### src/rtl/if_fetch_pkg.sv
// Shared definitions for the instruction-fetch stage: widths, reset
// address, FSM encoding and the NOP used when the IF/ID register flushes.
package if_fetch_pkg;

    localparam int          XLEN             = 32;
    localparam logic [31:0] RESET_PC_DEFAULT = 32'h0000_0000;
    localparam logic [2:0]  INST_BYTES       = 3'd4;
    localparam logic [31:0] NOP_INST         = 32'h0000_0013;

    typedef enum logic {
        FETCH = 1'b0,
        HOLD  = 1'b1
    } fetch_state_e;

endpackage

### src/rtl/if_fetch.sv
// Instruction-fetch stage. Each 32-bit instruction is gathered as four
// byte reads over a byte-wide memory port with one cycle of read latency,
// assembled little-endian, then held for the IF/ID register until the
// downstream stage stops stalling. A branch/jump redirect discards the
// fetch in progress and restarts at the new target.
module if_fetch #(
    parameter int          XLEN     = if_fetch_pkg::XLEN,
    parameter logic [31:0] RESET_PC = if_fetch_pkg::RESET_PC_DEFAULT
) (
    input  logic            clk,
    input  logic            rst,
    input  logic [XLEN-1:0] br_pc,
    input  logic            br_e,
    input  logic            stl,
    input  logic            mem_busy,
    input  logic [7:0]      mem_din,
    output logic [XLEN-1:0] mem_addr,
    output logic            mem_re,
    output logic [XLEN-1:0] if_inst,
    output logic [XLEN-1:0] if_pc,
    output logic            if_v
);
    import if_fetch_pkg::*;

    fetch_state_e    state_q, state_d;
    logic [XLEN-1:0] pc_q,    pc_d;
    logic [2:0]      bi_q,    bi_d;
    logic            pend_q,  pend_d;
    logic [1:0]      pidx_q,  pidx_d;
    logic [XLEN-1:0] buf_q,   buf_d;
    logic            ifv_q,   ifv_d;
    logic            issue;

    // Request a byte only while fetching, bytes remain, the arbiter is free
    // and no redirect is replacing the fetch address this cycle.
    always_comb begin
        issue    = !rst && (state_q == FETCH) && (bi_q < INST_BYTES)
                   && !mem_busy && !br_e;
        mem_re   = issue;
        mem_addr = pc_q + {{(XLEN-3){1'b0}}, bi_q};
        if_inst  = rst ? '0 : buf_q;
        if_pc    = rst ? '0 : pc_q;
        if_v     = !rst && ifv_q;
    end

    // Next-state logic: reset beats redirect, redirect beats fetch/hold.
    always_comb begin
        state_d = state_q;
        pc_d    = pc_q;
        bi_d    = bi_q;
        pend_d  = pend_q;
        pidx_d  = pidx_q;
        buf_d   = buf_q;
        ifv_d   = ifv_q;
        if (rst) begin
            state_d = FETCH;
            pc_d    = RESET_PC;
            bi_d    = 3'd0;
            pend_d  = 1'b0;
            pidx_d  = 2'd0;
            buf_d   = '0;
            ifv_d   = 1'b0;
        end else if (br_e) begin
            state_d = FETCH;
            pc_d    = br_pc;
            bi_d    = 3'd0;
            pend_d  = 1'b0;
            ifv_d   = 1'b0;
        end else begin
            case (state_q)
                FETCH: begin
                    if (issue) begin
                        pend_d = 1'b1;
                        pidx_d = bi_q[1:0];
                        bi_d   = bi_q + 3'd1;
                    end else begin
                        pend_d = 1'b0;
                    end
                    if (pend_q) begin
                        buf_d[8*pidx_q +: 8] = mem_din;
                        if (pidx_q == 2'd3) begin
                            state_d = HOLD;
                            ifv_d   = 1'b1;
                        end
                    end
                end
                HOLD: begin
                    if (!stl) begin
                        pc_d    = pc_q + {{(XLEN-3){1'b0}}, INST_BYTES};
                        bi_d    = 3'd0;
                        ifv_d   = 1'b0;
                        state_d = FETCH;
                    end
                end
                default: begin
                    state_d = FETCH;
                end
            endcase
        end
    end

    // State register; all reset handling lives in the next-state logic.
    always_ff @(posedge clk) begin
        state_q <= state_d;
        pc_q    <= pc_d;
        bi_q    <= bi_d;
        pend_q  <= pend_d;
        pidx_q  <= pidx_d;
        buf_q   <= buf_d;
        ifv_q   <= ifv_d;
    end

endmodule

### config.mk
export PLATFORM = sky130hd
export DESIGN_NAME = if_fetch
export DESIGN_NICKNAME = d
export VERILOG_FILES = /design/src/rtl/if_fetch_pkg.sv /design/src/rtl/if_fetch.sv
export SDC_FILE = /design/constraint.sdc
export NUM_CORES = 1
export LEC_CHECK = 0
export ABC_AREA = 1
export CAP_MARGIN = 10
export CORE_UTILIZATION = 44
export DETAILED_ROUTE_END_ITERATION = 10
export GPL_TIMING_DRIVEN = 0
export PLACE_DENSITY = 0.86
export SLEW_MARGIN = 30
export SYNTH_ARGS = -nofsm -noshare
export SYNTH_HDL_FRONTEND = slang
export SYNTH_SLANG_ARGS = --single-unit
### constraint.sdc
create_clock -name clk -period 2.5 [get_ports clk]
set_input_delay 0.75 -clock clk [delete_from_list [all_inputs] [get_ports clk]]
set_output_delay 0.75 -clock clk [all_outputs]
set_load 0.01 [all_outputs]
# Word-level counts from Yosys, hierarchy flattened
# Cells that the tools add are included.
# totals
register_bits	72
in_bits	45
output_inout_bits	98
elab_cells	55
# op_classes
addsub	4
order_cmp	1
eq_ne	6
shift	2
n_mux	18
n_bitwise	2
n_reduce_logical	15
# op_table
op	count
$mux 32	5
$neg 5->34	1
$shift 8x34->32 const A	1
$shiftx 8x34->32	1
$add 32x3->32	1
$add 32x3->32 const B	1
$bwmux 32	1
$reduce_and 3->1	3
$ne 2x2->1 const B	4
$mux 1	7
$mux 3	2
$pmux 3 s2	1
$logic_and 1x1->1	5
$pmux 1 s2	2
$reduce_and 2->1	2
$add 3x1->3 const B	1
$logic_not 1->1	3
$lt 3x3->1 const B	1
$eq 2x2->1 const B	1
$ne 2x1->1 const B	1
$not 1->1	2
$reduce_bool 2->1	1
$reduce_or 2->1	1

# Logic depth before layout (Yosys ltp)
# Gate-level depths: netlist of the first run.
# depth
word_depth	7
ltp_mapped	11

# Worst setup path before layout of the first run
# No wires, ideal clock.
# synth_path
path_kind	reg2out
start	register bi_q[0]
end	output port mem_addr[22]
t_arrival_ns	1.754
required_ns	1.750
setup_slack_ns	-0.004
stages_incl_launch_ff	11
n_path_buf	0
path_cell_list	dfxtp_1 > ha_1 > fa_1 > nand2_1 > nand2_1 > nand2_1 > nor2_2 > nand2_1 > nor2_2 > nand2_1 > xor2_1
# synth_between
elab_chain_len	1
# synth_rtl
item	line_no	rtl
start: declaration	if_fetch.sv:27	logic [2:0] bi_q, bi_d;
start signal: assignment	if_fetch.sv:106	bi_q <= bi_d;
$add 32x3->32	if_fetch.sv:40	mem_addr = pc_q + {{(XLEN-3){1'b0}}, bi_q};
end: declaration	if_fetch.sv:17	output logic [XLEN-1:0] mem_addr,
# Every way passes these cells.

# Worst setup path in the final report of the first run
# layout_path
start	register bi_q[0]
end	output port mem_addr[24]
# The elaborated chain is that of the path after synthesis.

==> results.md, run 1 <==
STA:
- The tightest hold margin is 0.465 ns.
- The timing-limited maximum frequency is 356 MHz.
- The slew of the pin with the lowest slew margin is 0.634 ns.
- Setup repair after global routing could not meet its margin everywhere.
- The final count of hold timing violations is 0.
- Subtracting the final worst setup slack from the clock period gives 2.81 ns.
- The number of pins exceeding their max-slew limit in the final report is 0.
- Clock skew on the completed layout was measured at 0.00903 ns.
- Setup violations remaining at the end of the flow were counted as 28.
- The share of the cycle needed by the critical path after routing is 1.12.
- The slack of the critical path is -0.305 ns.
- The worst relative slew slack is 0.577.

Status:
- The final reports fail on negative setup slack.
- The run finished, with violations left.

Worst setup path:
- Of all nets on the critical path, the largest fanout is 5.
- The endpoint required time on the critical path is 1.75 ns.
- The worst setup path is of the register to output pin kind.
- The critical path capture point type is an output pin.
- Data on the critical path arrives at its endpoint at 2.06 ns.
- The startpoint kind of the worst setup timing path is a register.

Global route:
- The initial antenna violation count was 0.
- The pin count of the biggest net entering global routing is 15.
- The via count of the first global-routing pass was 5331.
- The total congestion overflow after global routing is 0.
- For this run, the total global-route usage over all layers was measured as 0.296.
- The first global-routing pass estimated 26300 um of wire.

Clock network:
- TritonCTS built the clock tree.
- After clock tree synthesis, the clock-pin slew on the worst setup and hold paths is 0.09 ns.
- The clock reaches the later pin of the worst-skew pair after 0.36 ns.
- The number of sinks on the clock net is 72.
- In this run the clock root is driven by a sky130_fd_sc_hd__clkbuf_8.
- Counting the buffers created by CTS gives 9.
- The maximum buffer depth of the clock tree is 2.
- The H-tree was split into 3 levels.

Yosys:
- Counting flops with a built-in enable in the synthesized netlist gives 0.
- The post-synthesis sequential area ratio is 0.298.
- The post-synth net total is 839.
- The cell area after synthesis is 4830 um2.
- In the post-synthesis netlist, the cell with the most instances is sky130_fd_sc_hd__nand2_1.
- Counting instances in the post-synthesis netlist gives the leading cell types as 194 x sky130_fd_sc_hd__nand2_1, 122 x sky130_fd_sc_hd__nor2_1, 106 x sky130_fd_sc_hd__inv_1, 72 x sky130_fd_sc_hd__dfxtp_1, 63 x sky130_fd_sc_hd__nand3_1.
- Among all flip-flop cells after synthesis, the most frequent one is sky130_fd_sc_hd__dfxtp_1.
- The share of synthesized area in the top cell type comes to 0.298.
- The count of synthesis-stage warnings from yosys is 0.
- After synthesis, the cell types taking the most area are sky130_fd_sc_hd__dfxtp_1 30%, sky130_fd_sc_hd__nand2_1 15%, sky130_fd_sc_hd__nor2_1 9.5%, sky130_fd_sc_hd__inv_1 8.2%, sky130_fd_sc_hd__nand3_1 6.5%.
- The synthesized design spends more area on one cell type than any other, namely sky130_fd_sc_hd__dfxtp_1.
- A synthesized cell averages 6.18 um2.
- The number of instances in the synthesized netlist is 782.
- Counting distinct cell types in the post-synthesis netlist gives 32.
- The share of flip-flops with an asynchronous set or reset after synthesis is 0.
- The number of synthesized register bits is 72.

Floorplan:
- The area of the die is 11400 um2.
- Row generation in the floorplan step produced 37 rows.
- The die outline height is 107 um.
- The area of the core is 10500 um2.
- The starting density of the core is 0.460.
- Measured along the x axis, the die boundary spans 107 um.
- 143 I/O pins were placed.

Placement:
- The global placer's final weighted congestion is 0.990.
- The quantity of I/O buffers inserted on ports is 140.
- After legalization and detailed placement, the total HPWL measured 12600 um.

Final layout:
- The fraction of the core area covered by cells at the end of the flow is 0.656.
- The relative area change from synthesis to final layout is 42.7%.
- For this run, the post-layout net count is 1008.
- The multi-input combinational cells in the finished layout cover a total of 3140 um2.
- The filler cell count in the final layout is 958.
- Of the cells placed in the final design, the portion with a size suffix greater than 1 is 0.196.
- The antenna diode instance count is 0.
- The sequential standard cell area is 1480 um2.

Detailed routing:
- The number of vias per cell is 5.31.
- The final layout contains routed wiring with a total length of 17000 um.
- The residual antenna-violating net count after detailed routing is 0.
- The starting DRC count in detailed routing is 450.
- The average detailed-routed wire length per instance is 15.5 um.
- The remaining routing DRC violations is 0.
- The number of detailed-routing iterations run before antenna repair is 6.
- The total via count after detailed routing is 5799.

Power and ir drop:
- The worst ir drop on vdd is 225 uV.
- The leakage power is 3.11 nW.
- The power density over cell area is 379 nW/um2.

Min path:
- The class of the most critical hold timing path is register to register.

Run:
- The max-capacitance violation count is 0.
## path summary, 6_finish.rpt
path / startpoint / to / slack, ns / cells after the start
worst max register to register: pidx_q[0] / buf_q[4] / 0.23 / 6
worst min-delay path: buf_q[20] / buf_q[20] / 0.46 / 2
worst min register to register: buf_q[20] / buf_q[20] / 0.46 / 2
worst max-delay path: bi_q[0] / mem_addr[24] / -0.31 / 11
## stage by stage
stage	worst slack [ns]	power, mW	instances	instance area [um2]	TNS [ns]
2_1_floorplan	0.0566	1.47	782	4840	0
3_3_place_gp	-0.895	1.72	1058	6410	-49.25
3_5_place_dp	-0.904	1.73	1058	6410	-49.80
4_1_cts	-0.333	2.60	1085	6770	-5.02
5_1_grt	-0.388	2.71	1092	6900	-7.26
6_report	-0.305	2.62	1092	6900	-5.22
## cells in the final DEF, fill, tap and decap left out, drive strengths merged
master	instances
a211oi	2
o31ai	15
dlygate4sd2	61
nand3	63
o211ai	1
dfxtp	72
nor3	11
fa	1
and3	1
xor2	31
clkinvlp	2
nor2	141
a21oi	27
clkdlybuf4s50	44
o21a	1
clkbuf	25
o21ai	51
inv	115
o41ai	2
nand2	205
clkdlybuf4s15	4
clkinv	1
buf	61
a31oi	6
ha	11
nand4	2
## layout make-up
cell class                      count  share of cell area
Timing Repair Buffer              158               0.192
Inverter                          112              0.0609
Tap cell                          136              0.0247
Multi-Input combinational cell    571               0.456
Buffer                             27              0.0258
Clock buffer                       10              0.0200
Clock inverter                      6             0.00726
Sequential cell                    72               0.214
## power by group
part	switching [mW]	leakage, nW	internal, mW	total (mW)
sequential	0.0531	0.595	1.18	1.24
combinational	0.266	2.42	0.197	0.463
clock	0.518	0.0899	0.400	0.918
## registers in the layout (all words and copies together), names as in the netlist
name     flops
buf_q       32
pc_q        32
bi_q         3
pidx_q       2
ifv_q        1
pend_q       1
state_q      1
## critical path, cell delays in order (launching register included)
cell	delay [ns]
sky130_fd_sc_hd__dfxtp_4	0.37
sky130_fd_sc_hd__ha_4	0.16
sky130_fd_sc_hd__fa_2	0.34
sky130_fd_sc_hd__nand2_2	0.08
sky130_fd_sc_hd__nand2_2	0.06
sky130_fd_sc_hd__nand2_4	0.12
sky130_fd_sc_hd__nor2_4	0.07
sky130_fd_sc_hd__nand2_2	0.09
sky130_fd_sc_hd__nor2_4	0.05
sky130_fd_sc_hd__nand2_2	0.06
sky130_fd_sc_hd__xor2_1	0.15
sky130_fd_sc_hd__buf_2	0.15
## routing by layer
| layer | global-route usage | wire, um |
|---|---|---|
| met1 | 0.371 | 6900 |
| met2 | 0.500 | 7780 |
| met3 | 0.0468 | 1690 |
| met4 | 0.130 | 586 |
| met5 | 0 | 0 |
## kinds of logic after synthesis
kind of cell | share of synthesized area
buf+inv | 0.113
fa+ha+maj | 0.0326
xor+xnor | 0.0562
simple gates | 0.378
flops | 0.298
compound gates | 0.122
## timing repair
| action | CTS | global route |
|---|---|---|
| hold buffers | 0 | 0 |
| buffers inserted | 11 | 7 |
| pin swaps | 20 | 14 |
| endpoints found under the setup margin | 97 | 35 |
| resized for setup | 279 | 27 |
No activity file was read; power rests on OpenSTA's default activity.
==> run 2, diff against run 1 <==
--- a/config.mk
+++ b/config.mk
@@ -10,7 +10,9 @@
 export CORE_UTILIZATION = 44
 export DETAILED_ROUTE_END_ITERATION = 10
 export GPL_TIMING_DRIVEN = 0
+export HOLD_SLACK_MARGIN = 0.05
 export PLACE_DENSITY = 0.86
+export SKIP_CTS_REPAIR_TIMING = 1
 export SLEW_MARGIN = 30
 export SYNTH_ARGS = -nofsm -noshare
 export SYNTH_HDL_FRONTEND = slang
==> run 2 against run 1 <==
The flow still finishes with violations (negative setup slack). Flip-flop and latch count is the same. Wire length grew 0.41%. Final cell count shrank 0.64%. Setup slack lost 0.099 ns.
==> results.md, run 2 (same netlist as run 1, synthesis figures left out) <==
Status:
- The flow ran to the end, but the final reports show violations.
- The checks that failed: negative setup slack.

Worst setup path:
- The worst-path maximum fanout is 5 (unchanged).
- The endpoint required time on the critical path is 1.75 ns (about the same).
- The endpoint identified for the worst register-to-register timing path is buf_q[4].
- STA classifies the critical path startpoint as a register.
- In this run the critical register-to-register path is launched from pidx_q[0].
- The critical path is of the register to output pin type.
- The minimum setup slack among reg-to-reg paths is 0.25 ns (+0.02 ns).
- The critical path capture point type is an output pin.
- The critical path arrival is 2.15 ns (+0.09 ns).
- The worst reg-to-reg path cell count is 6 (unchanged).

Placement:
- The total instance count after detailed placement came to 1058 (unchanged).
- The half-perimeter wire length of the detailed placement result is 12600 um (unchanged).
- The global placer's final weighted congestion is 0.990 (unchanged).
- The placed standard-cell area is 6410 um2 (unchanged).
- The worst setup slack after placement is -0.904 ns (unchanged).
- The quantity of I/O buffers inserted on ports is 140 (unchanged).

Global route:
- The pin count of the biggest net entering global routing is 15 (unchanged).
- The overall global routing resource usage came to 0.285 (-0.0111).
- The total congestion overflow after global routing is 0 (unchanged).
- The first-pass GRT wire length is 25300 um (-3.9%).
- The initial antenna violation count is 0 (unchanged).
- The via count of the first global-routing pass is 5043 (-5.4%).

Final layout:
- The sequential standard cell area was 1470 um2 (about the same).
- The area of combinational cells with multiple inputs is 3100 um2 (-1.5%).
- The largest registers in the layout are buf_q (32), pc_q (32), bi_q (3).
- The filler cell count in the final layout is 921 (-3.9%).
- The final-stage net count came to 1001 (-0.69%).
- The library cell used most frequently in the layout, excluding fill and tap cells, is sky130_fd_sc_hd__nand2_1.
- The fraction of the core area covered by cells at the end of the flow is 0.669 (+0.0129).
- The share of layout cells above drive strength 1 came to 0.189 (-0.00699).
- The final instance area was 7030 um2 (+2.0%).
- The antenna diode instance count is 0 (unchanged).
- In the layout the commonest cells are 183 x sky130_fd_sc_hd__nand2_1, 106 x sky130_fd_sc_hd__inv_1, 98 x sky130_fd_sc_hd__nor2_1, 68 x sky130_fd_sc_hd__dlymetal6s2s_1, 59 x sky130_fd_sc_hd__nand3_1.
- The final cell count without fillers is 1085 (-0.64%).
- From synthesis to final layout, the design area changed by 45.5%.

Min path:
- The worst hold path terminates at buf_q[16].
- The class of the most critical hold timing path is register to register.
- In this run the most critical hold path is launched from buf_q[16].
- The number of cells traversed by the worst hold path came to 2 (unchanged).

Detailed routing:
- The remaining routing DRC violations came to 0 (unchanged).
- The number of vias per cell came to 5.23 (-1.6%).
- The residual antenna-violating net count after detailed routing came to 0 (unchanged).
- The starting DRC count in detailed routing is 391 (-13%).
- The average detailed-routed wire length per instance is 15.7 um (+1.1%).
- The number of detailed-routing iterations run before antenna repair is 5 (-1).
- The aggregate routed wire length is 17000 um (+0.41%).
- The total via count after detailed routing came to 5671 (-2.2%).

Clock network:
- The tree is rooted in a sky130_fd_sc_hd__clkbuf_8.
- The number of sinks on the clock net is 72 (unchanged).
- The maximum level of the CTS H-tree is 3 (unchanged).
- The maximum buffer depth of the clock tree is 2 (unchanged).
- TritonCTS built the clock tree.
- The clock transition at the register clock pins on the worst setup and hold paths after CTS is 0.09 ns (about the same).
- The number of buffers created by CTS came to 9 (unchanged).
- The clock latency on the worst-skew pair is 0.36 ns (about the same).

Power and ir drop:
- The overall power is 2.63 mW (+0.38%).
- The leakage power came to 3.97 nW (+28%).
- The power density over cell area came to 374 nW/um2 (-1.6%).
- The worst ir drop on vdd is 235 uV (+4.3%).

STA:
- The share of the cycle needed by the critical path after routing is 1.16 (+0.0395).
- The tightest hold margin is 0.470 ns (+0.00474 ns).
- The slack of the critical path was -0.404 ns (-0.0986 ns).
- Setup repair after global routing could not meet its margin everywhere.
- The slew of the pin with the lowest slew margin is 0.632 ns (-0.00241 ns).
- The accumulated negative setup slack is -7.18 ns (-1.96 ns).
- The post-route clock skew is 0.00914 ns (+0.000105 ns).
- The worst relative slew slack is 0.579 (+0.00161).
- The minimum clock period after layout was 2.90 ns (+0.0986 ns).
- The final count of hold timing violations was 0 (unchanged).
- The timing-limited maximum frequency was 344 MHz (-3.4%).
- The setup-violating endpoint count in the final report is 27 (-3.6%).
- The number of pins exceeding their max-slew limit in the final report was 0 (unchanged).

Floorplan:
- The area of the die came to 11400 um2 (unchanged).
- The overall die width was 107 um (unchanged).
- The area of the core is 10500 um2 (unchanged).
- The floorplan row count is 37 (unchanged).
- The boundary pin count is 143 (unchanged).
- The starting density of the core is 0.460 (unchanged).
- The die outline height is 107 um (unchanged).

Run:
- The max-capacitance violation count is 0 (unchanged).
run 2: final cells by class:
type                       count  share of cell area
multi-input combinational    571               0.440
timing repair buffer         151               0.216
sequential                    72               0.210
inverter                     112              0.0598
tap                          136              0.0242
buffer                        27              0.0231
clock buffer                  10              0.0196
clock inverter                 6             0.00712
run 2: power breakdown:
part	internal [mW]	total (mW)	switching (mW)
Clock	0.400	0.923	0.523
Sequential	1.18	1.24	0.0546
Combinational	0.203	0.465	0.262
Total	1.79	2.63	0.840
run 2: per-layer routing:
layer | vias up | global-route usage | share of wire
li1 | 2779 | - | -
met1 | 2565 | 0.370 | 0.42
met2 | 282 | 0.471 | 0.46
met3 | 45 | 0.0407 | 0.089
met4 | 0 | 0.119 | 0.035
met5 | - | 0 | 0
run 2: worst max path at each step:
| stage | endpoint | slack, ns | cells past startpoint | from |
|---|---|---|---|---|
| after CTS | mem_addr[29] | -1.08 | 8 | pc_q[2] |
| after floorplan | mem_addr[22] | 0.06 | 10 | bi_q[0] |
| after global placement | if_inst[20] | -0.89 | 5 | rst |
| final | mem_addr[24] | -0.40 | 11 | bi_q[0] |
| after global routing | mem_addr[22] | -0.45 | 11 | bi_q[0] |
| after detailed placement | if_pc[20] | -0.90 | 5 | rst |
run 2: worst max-delay path, stage by stage, from the launching register on:
cell,delay (ns)
sky130_fd_sc_hd__dfxtp_4,0.37
sky130_fd_sc_hd__ha_4,0.17
sky130_fd_sc_hd__fa_2,0.39
sky130_fd_sc_hd__nand2_2,0.07
sky130_fd_sc_hd__nand2_2,0.07
sky130_fd_sc_hd__nand2_4,0.15
sky130_fd_sc_hd__nor2_4,0.07
sky130_fd_sc_hd__nand2_2,0.09
sky130_fd_sc_hd__nor2_4,0.05
sky130_fd_sc_hd__nand2_2,0.05
sky130_fd_sc_hd__xor2_1,0.15
sky130_fd_sc_hd__buf_2,0.15
==> run 3, diff against run 2 <==
--- a/config.mk
+++ b/config.mk
@@ -12,6 +12,7 @@
 export GPL_TIMING_DRIVEN = 0
 export HOLD_SLACK_MARGIN = 0.05
 export PLACE_DENSITY = 0.86
+export RECOVER_POWER = 25
 export SKIP_CTS_REPAIR_TIMING = 1
 export SLEW_MARGIN = 30
 export SYNTH_ARGS = -nofsm -noshare
==> run 3 against run 2 <==
Final cell count is the same. Total power about the same. Die area did not move. Worst hold slack better by 0.00055 ns. Fmax grew 0.10%. Global-route usage did not move. Sequential share of layout area grew 0.086 points. Combinational power about the same. Sequential power hardly changed. Clock-buffer cell count unchanged. The run still ends with negative setup slack left. First-iteration DRC count up 2.6%.
==> results.md, run 3 (same netlist as run 1, synthesis figures left out) <==
Status:
- The flow ran to the end, but the final reports show violations.
- The final reports fail on negative setup slack.

Placement:
- The quantity of I/O buffers inserted on ports came to 140 (unchanged).
- The global placer's final weighted congestion came to 0.990 (unchanged).
- The total instance count after detailed placement came to 1058 (unchanged).
- The placed standard-cell area was 6410 um2 (unchanged).
- The half-perimeter wire length of the detailed placement result is 12600 um (unchanged).
- The worst setup slack after placement was -0.904 ns (unchanged).

Clock network:
- The master cell of the clock root buffer is sky130_fd_sc_hd__clkbuf_8.
- The clock tree from TritonCTS is done.
- The number of sinks on the clock net is 72 (unchanged).
- The maximum level of the CTS H-tree is 3 (unchanged).
- The number of buffers created by CTS was 9 (unchanged).
- The clock transition at the register clock pins on the worst setup and hold paths after CTS was 0.09 ns (about the same).
- The maximum buffer depth of the clock tree is 2 (unchanged).
- The clock latency on the worst-skew pair is 0.36 ns (about the same).

STA:
- The final count of hold timing violations is 0 (unchanged).
- The slew of the pin with the lowest slew margin was 0.627 ns (-0.00466 ns).
- The number of pins exceeding their max-slew limit in the final report is 0 (unchanged).
- Setup repair after global routing could not meet its margin everywhere.
- The tightest hold margin is 0.470 ns (+0.000548 ns).
- The timing-limited maximum frequency is 345 MHz (+0.10%).
- The minimum clock period after layout came to 2.90 ns (-0.00292 ns).
- The setup-violating endpoint count in the final report is 69 (+160%).
- The post-route clock skew is 0.0107 ns (+0.00156 ns).
- The slack of the critical path is -0.401 ns (+0.00292 ns).
- The worst relative slew slack is 0.582 (+0.00311).
- The share of the cycle needed by the critical path after routing is 1.16 (-0.00117).
- The accumulated negative setup slack is -12.08 ns (-4.90 ns).

Final layout:
- The relative area change from synthesis to final layout is 44.9%.
- The share of layout cells above drive strength 1 is 0.181 (-0.00738).
- The fraction of the core area covered by cells at the end of the flow is 0.667 (-0.00274).
- The antenna diode instance count is 0 (unchanged).
- In the layout the commonest cells are 183 x sky130_fd_sc_hd__nand2_1, 107 x sky130_fd_sc_hd__inv_1, 100 x sky130_fd_sc_hd__nor2_1, 68 x sky130_fd_sc_hd__dlymetal6s2s_1, 59 x sky130_fd_sc_hd__nand3_1.
- The final instance area is 7000 um2 (-0.41%).
- The most frequent standard cell in the layout excluding fill and tap cells is sky130_fd_sc_hd__nand2_1.
- The sequential standard cell area is 1470 um2 (unchanged).
- The final-stage net count is 1001 (unchanged).
- The area of combinational cells with multiple inputs came to 3080 um2 (-0.48%).
- The final cell count without fillers came to 1085 (unchanged).
- The largest registers in the layout are buf_q (32), pc_q (32), bi_q (3).
- The filler cell count in the final layout is 928 (+0.76%).

Global route:
- The overall global routing resource usage is 0.285 (unchanged).
- The pin count of the biggest net entering global routing is 15 (unchanged).
- The via count of the first global-routing pass is 5043 (unchanged).
- The initial antenna violation count is 0 (unchanged).
- The first-pass GRT wire length is 25300 um (unchanged).
- The total congestion overflow after global routing came to 0 (unchanged).

Worst setup path:
- The endpoint required time on the critical path is 1.75 ns (about the same).
- The beginning of the critical path is bi_q[0].
- The worst-path maximum fanout came to 5 (unchanged).
- The start-to-end type of the worst setup path is register to output pin.
- The worst setup path is captured at an output pin.
- The startpoint kind of the worst setup timing path is a register.
- The critical path arrival is 2.15 ns (about the same).
- The launching point of the worst reg2reg path is pidx_q[0].
- The minimum setup slack among reg-to-reg paths came to 0.05 ns (-0.20 ns).

Floorplan:
- The area of the core is 10500 um2 (unchanged).
- The boundary pin count came to 143 (unchanged).
- The die outline height is 107 um (unchanged).
- The floorplan row count is 37 (unchanged).
- The overall die width was 107 um (unchanged).
- The area of the die was 11400 um2 (unchanged).
- The starting density of the core is 0.460 (unchanged).

Detailed routing:
- The number of vias per cell is 5.25 (+0.48%).
- The average detailed-routed wire length per instance is 15.7 um (about the same).
- The remaining routing DRC violations is 0 (unchanged).
- The aggregate routed wire length came to 17000 um (about the same).
- The number of detailed-routing iterations run before antenna repair is 5 (unchanged).
- The starting DRC count in detailed routing is 401 (+2.6%).
- The residual antenna-violating net count after detailed routing is 0 (unchanged).
- The total via count after detailed routing was 5698 (+0.48%).

Power and ir drop:
- The power density over cell area is 375 nW/um2 (+0.31%).
- The worst ir drop on vdd is 234 uV (-0.19%).
- The overall power is 2.62 mW (about the same).
- The leakage power is 3.95 nW (-0.39%).

Min path:
- The class of the most critical hold timing path is register to register.
- The source of the worst hold timing path is buf_q[16].

Run:
- The max-capacitance violation count is 0 (unchanged).
==> run 3: cell types whose count changed in the layout (fill, tap and decap cells not counted), sizes merged <==
cell	delta
dlygate4sd3	+2
clkbuf	+5
clkdlybuf4s50	-2
buf	-5
==> run 3: critical path, stage by stage, from the launching register on <==
cell and delay [ns]:
sky130_fd_sc_hd__dfxtp_4 0.37, sky130_fd_sc_hd__ha_4 0.17, sky130_fd_sc_hd__fa_2 0.39, sky130_fd_sc_hd__nand2_2 0.07, sky130_fd_sc_hd__nand2_2 0.07, sky130_fd_sc_hd__nand2_4 0.15
sky130_fd_sc_hd__nor2_4 0.07, sky130_fd_sc_hd__nand2_2 0.09, sky130_fd_sc_hd__nor2_4 0.05, sky130_fd_sc_hd__nand2_2 0.05, sky130_fd_sc_hd__xor2_1 0.15, sky130_fd_sc_hd__buf_2 0.15
==> run 3: final cells by class <==
type / instances / share of cell area
plain buffers: 27 / 0.0218
clock buffers: 10 / 0.0196
clock inverters: 6 / 0.00715
inverters: 112 / 0.0600
multi-input cells: 571 / 0.440
flip-flops and latches: 72 / 0.210
well taps: 136 / 0.0243
repair buffers: 151 / 0.217
==> run 3: final timing paths <==
| kind | to | depth (start not counted) |
|---|---|---|
| max | mem_addr[24] | 11 |
| min | buf_q[16] | 2 |
| max reg2reg | buf_q[4] | 6 |
| min reg2reg | buf_q[16] | 2 |
==> run 3: power breakdown <==
| part | switching, mW | internal (mW) |
|---|---|---|
| clock network | 0.525 | 0.400 |
| registers | 0.0541 | 1.18 |
| logic | 0.261 | 0.201 |
| total | 0.840 | 1.78 |
==> run 3: metal layers <==
metal,track usage,vias up,wire length [um],share of wire
li1,-,2777,-,-
met1,0.370,2560,7010,0.41
met2,0.471,312,7810,0.46
met3,0.0407,49,1540,0.091
met4,0.119,0,630,0.037
met5,0,-,0,0
